--- config.mk ---
export PLATFORM = sky130hd
export DESIGN_NAME = y_pc_seq
export DESIGN_NICKNAME = d
export VERILOG_FILES = /design/src/rtl/y_pc_seq.sv
export SDC_FILE = /design/constraint.sdc
export NUM_CORES = 1
export LEC_CHECK = 0
export ABC_AREA = 1
export CAP_MARGIN = 20
export CORE_ASPECT_RATIO = 0.9
export CORE_MARGIN = 4
export CORE_UTILIZATION = 45
export DETAILED_ROUTE_END_ITERATION = 16
export GPL_ROUTABILITY_DRIVEN = 1
export PLACE_DENSITY = 0.93
export SYNTH_ARGS = -nofsm -noshare
export SYNTH_HDL_FRONTEND = slang
export SYNTH_SLANG_ARGS = --single-unit
--- constraint.sdc ---
create_clock -name clk -period 4.3 [get_ports clk]
set_clock_uncertainty 0.15 [all_clocks]
set_input_delay 0.645 -clock clk [delete_from_list [all_inputs] [get_ports clk]]
set_output_delay 0.645 -clock clk [all_outputs]
set_load 0.1 [all_outputs]
--- src/rtl/y_pc_seq.sv ---
`default_nettype none
// ============================================================================
// Module   : y_pc_seq
// Purpose  : Program-counter sequencer that sits between the 4-way next-PC
//            mux and instruction-memory fetch. It registers the mux output as
//            the current PC and returns pc + 4 to mux input a0. It also adds
//            run/stall/halt control and counts retired fetches.
// Ports    : clk       - rising-edge clock
//            reset     - asynchronous, active-high reset
//            pc_next   - next-PC candidate from the mux output
//            sel       - select value the mux uses this cycle
//            en        - start / advance request
//            stall     - hold the PC this cycle
//            halt_req  - request a permanent halt
//            pc        - current PC
//            pc_plus4  - pc + 4 (combinational, wraps mod 2^W)
//            valid     - pc is a live fetch address
//            redirect  - one-cycle pulse after a load that used sel != 0
//            halted    - sequencer is in HALT
//            fetch_cnt - number of PC loads since reset
//            misalign  - sticky misaligned-target flag (PC_ALIGN_CHK_EN only)
// Config   : PC_ALIGN_CHK_EN - when defined, a misaligned pc_next halts the
//            sequencer instead of being loaded.
// Revision : 1.0 - initial release
// ============================================================================
module y_pc_seq #(
    parameter int              W         = 32,
    parameter logic [W-1:0]    RESET_VEC = '0,
    parameter int              CNT_W     = 16
) (
    input  logic             clk,
    input  logic             reset,
    input  logic [W-1:0]     pc_next,
    input  logic [1:0]       sel,
    input  logic             en,
    input  logic             stall,
    input  logic             halt_req,
    output logic [W-1:0]     pc,
    output logic [W-1:0]     pc_plus4,
    output logic             valid,
    output logic             redirect,
    output logic             halted,
    output logic [CNT_W-1:0] fetch_cnt
`ifdef PC_ALIGN_CHK_EN
    ,
    output logic             misalign
`endif
);

    typedef enum logic [1:0] {
        S_IDLE = 2'd0,
        S_RUN  = 2'd1,
        S_HALT = 2'd2
    } state_t;

    localparam logic [W-1:0]     c_FOUR    = {{(W-3){1'b0}}, 3'b100};
    localparam logic [CNT_W-1:0] c_CNT_ONE = {{(CNT_W-1){1'b0}}, 1'b1};

    state_t             state_q, state_d;
    logic [W-1:0]       pc_q, pc_d;
    logic [CNT_W-1:0]   cnt_q, cnt_d;
    logic               redir_q, redir_d;

    // An advance is requested only in RUN, with no halt and no stall pending.
    logic w_advance;
    assign w_advance = (state_q == S_RUN) && !halt_req && !stall && en;

`ifdef PC_ALIGN_CHK_EN
    logic mis_q, mis_d;
    logic w_bad_target;
    assign w_bad_target = (pc_next[1:0] != 2'b00);
`endif

    always_ff @(posedge clk or posedge reset) begin
        if (reset) begin
            state_q <= S_IDLE;
            pc_q    <= RESET_VEC;
            cnt_q   <= '0;
            redir_q <= 1'b0;
`ifdef PC_ALIGN_CHK_EN
            mis_q   <= 1'b0;
`endif
        end else begin
            state_q <= state_d;
            pc_q    <= pc_d;
            cnt_q   <= cnt_d;
            redir_q <= redir_d;
`ifdef PC_ALIGN_CHK_EN
            mis_q   <= mis_d;
`endif
        end
    end

    always_comb begin
        state_d = state_q;
        pc_d    = pc_q;
        cnt_d   = cnt_q;
        redir_d = 1'b0;     // redirect is a pulse: it drops unless a load sets it
`ifdef PC_ALIGN_CHK_EN
        mis_d   = mis_q;
`endif
        case (state_q)
            S_IDLE: begin
                // Entering RUN leaves pc at RESET_VEC so it is the first fetch.
                if (halt_req) begin
                    state_d = S_HALT;
                end else if (en) begin
                    state_d = S_RUN;
                end
            end
            S_RUN: begin
                if (halt_req) begin
                    state_d = S_HALT;
                end else if (w_advance) begin
`ifdef PC_ALIGN_CHK_EN
                    if (w_bad_target) begin
                        state_d = S_HALT;
                        mis_d   = 1'b1;
                    end else begin
                        pc_d    = pc_next;
                        cnt_d   = cnt_q + c_CNT_ONE;
                        redir_d = (sel != 2'b00);
                    end
`else
                    pc_d    = pc_next;
                    cnt_d   = cnt_q + c_CNT_ONE;
                    redir_d = (sel != 2'b00);
`endif
                end
            end
            S_HALT: begin
                state_d = S_HALT;
            end
            default: begin
                state_d = S_IDLE;
            end
        endcase
    end

    assign pc        = pc_q;
    assign pc_plus4  = pc_q + c_FOUR;
    assign valid     = (state_q == S_RUN);
    assign halted    = (state_q == S_HALT);
    assign redirect  = redir_q;
    assign fetch_cnt = cnt_q;
`ifdef PC_ALIGN_CHK_EN
    assign misalign  = mis_q;
`endif

endmodule
`default_nettype wire

## Word-level counts from Yosys, hierarchy flattened

Cells that the tools add are included.
Widths: inputs -> output; s select.

- Multiply operators: 0
- $add $sub $neg: 2
- Divide/modulo/power cells: 0
- $lt $le $gt $ge: 0
- Reductions and logical operators: 9
- Eq/ne operators: 4
- Bitwise operators: 1
- Shifts and indexed selects: 0
- Multiplexer cells: 7

Operators by type and width:

| kind | count |
|---|---|
| $add 32x3->32 const B | 1 |
| $add 16x1->16 const B | 1 |
| $mux 2 | 3 |
| $pmux 2 s3 | 1 |
| $logic_and 1x1->1 | 3 |
| $mux 1 | 3 |
| $ne 3x3->1 const B | 1 |
| $reduce_and 3->1 | 1 |
| $eq 2x1->1 const B | 1 |
| $eq 2x2->1 const B | 1 |
| $logic_not 1->1 | 2 |
| $logic_not 2->1 | 1 |
| $ne 2x2->1 const B | 1 |
| $reduce_and 2->1 | 1 |
| $reduce_bool 2->1 | 1 |
| $not 1->1 | 1 |

- Bits in read-only memories: 0
- Memories: 0
- Input port bits: 39
- Latch bits: 0
- Memory bits (writable): 0
- Register bits: 51
- Word-level logic and storage cells: 27

## Longest topological paths before layout

- Word-level depth: 7
- Gate-level depth with buffers: 10
- Mapped depth without buffers: 10

## Worst setup path after synthesis

No wires, ideal clock.

- Kind: register -> output
- Start point: register pc_q[3] (netlist: pc[3])
- End point: output port pc_plus4[16]
- Slack: 0.137 ns
- Data required time: 3.505 ns
- Stages on the path, launching flop included: 6
- Buffers on the path: 0
- Arrival time: 3.368 ns
- Cell sequence: dfrtp_1 -> ha_1 -> nand3_2 -> nor2_2 -> nand3_1 -> xnor2_1

- Word-level cells in the longest chain between the ends: 1

Ends and longest elaborated chain:

| item | RTL line | source |
|---|---|---|
| from (decl) | 60 | `logic [W-1:0] pc_q, pc_d;` |
| from (signal assigned) | 85 | `pc_q <= pc_d;` |
| $add 32x3->32 | 141 | `assign pc_plus4 = pc_q + c_FOUR;` |
| to (decl) | 39 | `output logic [W-1:0] pc_plus4,` |

Every way passes these cells.

## Final worst setup path

- Start point: register pc_q[4] (netlist: pc[4])
- End point: output port pc_plus4[31]

Same word-level chain as after synthesis.

==> results.cfg <==
[run_status]
status = completed

[global_routing]
antenna_found_initial = 0
gr-usage-all-layers_pct = 22.6
grt_pass1_vias = 3125
grt_max_degree = 52
grt_pass1_wl_um = 14900
grt_overflow = 0

[critical_path]
start_kind = flip-flop
rrSetupSlack_ns = 2.15
cp_max_fo = 6
critical_path_class = reg -> out
worst-endpoint-arrival_ns = 2.60
end_kind = output port
r2r_start = state_q[1]
rr_endpoint = fetch_cnt[13]
worstRegToRegCells = 9
worst-endpoint-required_ns = 3.50

[clock_network]
cts_max_level = 2
cts_tree = done
cts.repair.resized = 0
path_clk_slew_ns = 0.10
clock-sinks = 51
cts_setup_buffers = 0
cts_buffer_depth = 2
cts-root-buf = clkbuf_8
numCtsBuffers = 5
postCtsHoldBufs = 0
clock_latency_ns = 0.30

[placement]
io_buffers = 121
hpwl_um = 7390
place.gp.congestion = 0.941

[floorplanning]
initial_utilization_pct = 46.7
io_pins = 122
core_mm2 = 0.00662
rows = 28
die-area_mm2 = 0.00827
fp.dieW_um = 95.4
die_h_um = 86.7

[detailed_routing]
post_drt_wl_per_cell_um = 14.0
vias = 3224
drc = 0
drt_iter0_markers = 138
ant_nets = 0
drt_first_pass_iters = 4
vias_per_cell = 4.89
totalWireLength_um = 9250

[synth]
ys_seq_area_share_pct = 41.3
synth.ff_latch_count = 51
avgSynthCellArea_um2 = 6.92
synth_nets = 492
synth-warning-count = 0
syn-cell-area_mm2 = 0.00309
syn_inst = 447
post_synth_num_cell_types = 24

[min_path]
min_from = fetch_cnt[15]
hold_depth = 2
min_to = fetch_cnt[15]
hold_class = reg -> reg

[finish]
layout.nets = 613
seq_area_mm2 = 0.00128
diodes = 0
area_delta_synth_final_pct = 43.7
final_cell_mix = nand2_1 (197), clkdlybuf4s50_1 (100), dfrtp_1 (51), nor2_1 (48), inv_1 (41)
layout-drive-gt1-share_pct = 9.14
fillers = 553
mostFrequentLayoutCell = nand2_1
multi_input_area_mm2 = 0.00160

[sta]
fin_crit_sh_pct = 79.0
relSlewSlack_pct = 30.5
finalCriticalPeriod_ns = 3.40
rsz0062_at_grt = false
tightestPinTransition_ns = 1.04
tns_ns = 0
slew_viol_final = 0
fmax_mhz = 294
setup_viol = 0
hold_violations = 0

[job]
maxCapViolations = 0
metrics by stage:
stage          util, %  worst slack [ns]  area [µm²]  hold WS, ns  cells
2_1_floorplan        -             0.137        3090        0.352    447
3_3_place_gp      65.3              1.29        4330        0.324    650
3_5_place_dp      65.3              1.23        4330        0.335    650
4_1_cts           66.8             0.888        4420        0.358    658
5_1_grt           67.1             0.721        4440        0.398    659
6_report          67.1             0.902        4440        0.352    659
worst max path at each step:
stage	from	endpoint	slack, ns
CTS	pc[4]	pc_plus4[31]	0.89
global route	pc[15]	pc_plus4[31]	0.72
global placement	pc[10]	pc_plus4[31]	1.29
floorplan	pc[3]	pc_plus4[16]	0.14
finish	pc[4]	pc_plus4[31]	0.90
detailed placement	pc[4]	pc_plus4[31]	1.23
cell usage after synthesis:
master	number	area (µm²)
nor2_1	48	180
o21bai_1	1	7.51
buf_2	4	20.0
nor2_4	4	45.0
nand2_1	197	739
nand3_2	1	10.0
nor3_1	3	15.0
nand3_1	24	120
dfrtp_1	51	1280
a21oi_1	1	5.00
nand3b_1	1	7.51
nand3_4	1	17.5
nand4_1	4	25.0
o31ai_1	2	15.0
ha_1	6	75.1
nor2_2	8	50.1
o21ai_0	16	80.1
buf_4	2	15.0
clkbuf_1	3	11.3
xnor2_1	8	70.1
inv_1	42	158
inv_2	4	15.0
nand2_2	2	12.5
xor2_1	14	123
sequential cells by signal, indices dropped and copies added (netlist names):
| name | cells |
|---|---|
| pc | 32 |
| fetch_cnt | 16 |
| state_q | 2 |
| redirect | 1 |
worst max-delay path, stage by stage (launching register included):
cell and delay (ns):
dfrtp_1 0.51, nand3_4 0.16, nor2_4 0.17, inv_2 0.06, nor2_4 0.10, nand3b_1 0.08, nand2_1 0.08, clkdlybuf4s50_1 1.13
final cells by class:
cell class / instances / area share (%)
sequential: 51 / 28.7
timing repair buffer: 123 / 26.7
clock buffer: 6 / 1.86
multi-input combinational: 341 / 36.0
tap: 90 / 2.53
inverter: 46 / 3.89
clock inverter: 2 / 0.366
cells by family after synthesis:
logic type | after synthesis | synth area share (%)
fa+ha+maj | 6 | 2.43
simple gates | 293 | 39.5
compound gates | 20 | 3.48
buf+inv | 55 | 7.08
xor+xnor | 22 | 6.23
flops | 51 | 41.3
layer usage:
layer / part of all wire, % / vias to the layer above / GRT usage (%)
met1: 42 / 1468 / 29.3
met3: 8.5 / 15 / 5.73
met2: 48 / 131 / 38.7
met5: 0 / - / 0
met4: 1.3 / 0 / 3.62
li1: - / 1610 / -
Power is not shown: default switching activity piles up to over one toggle a cycle in this logic, so the estimate is an artifact.
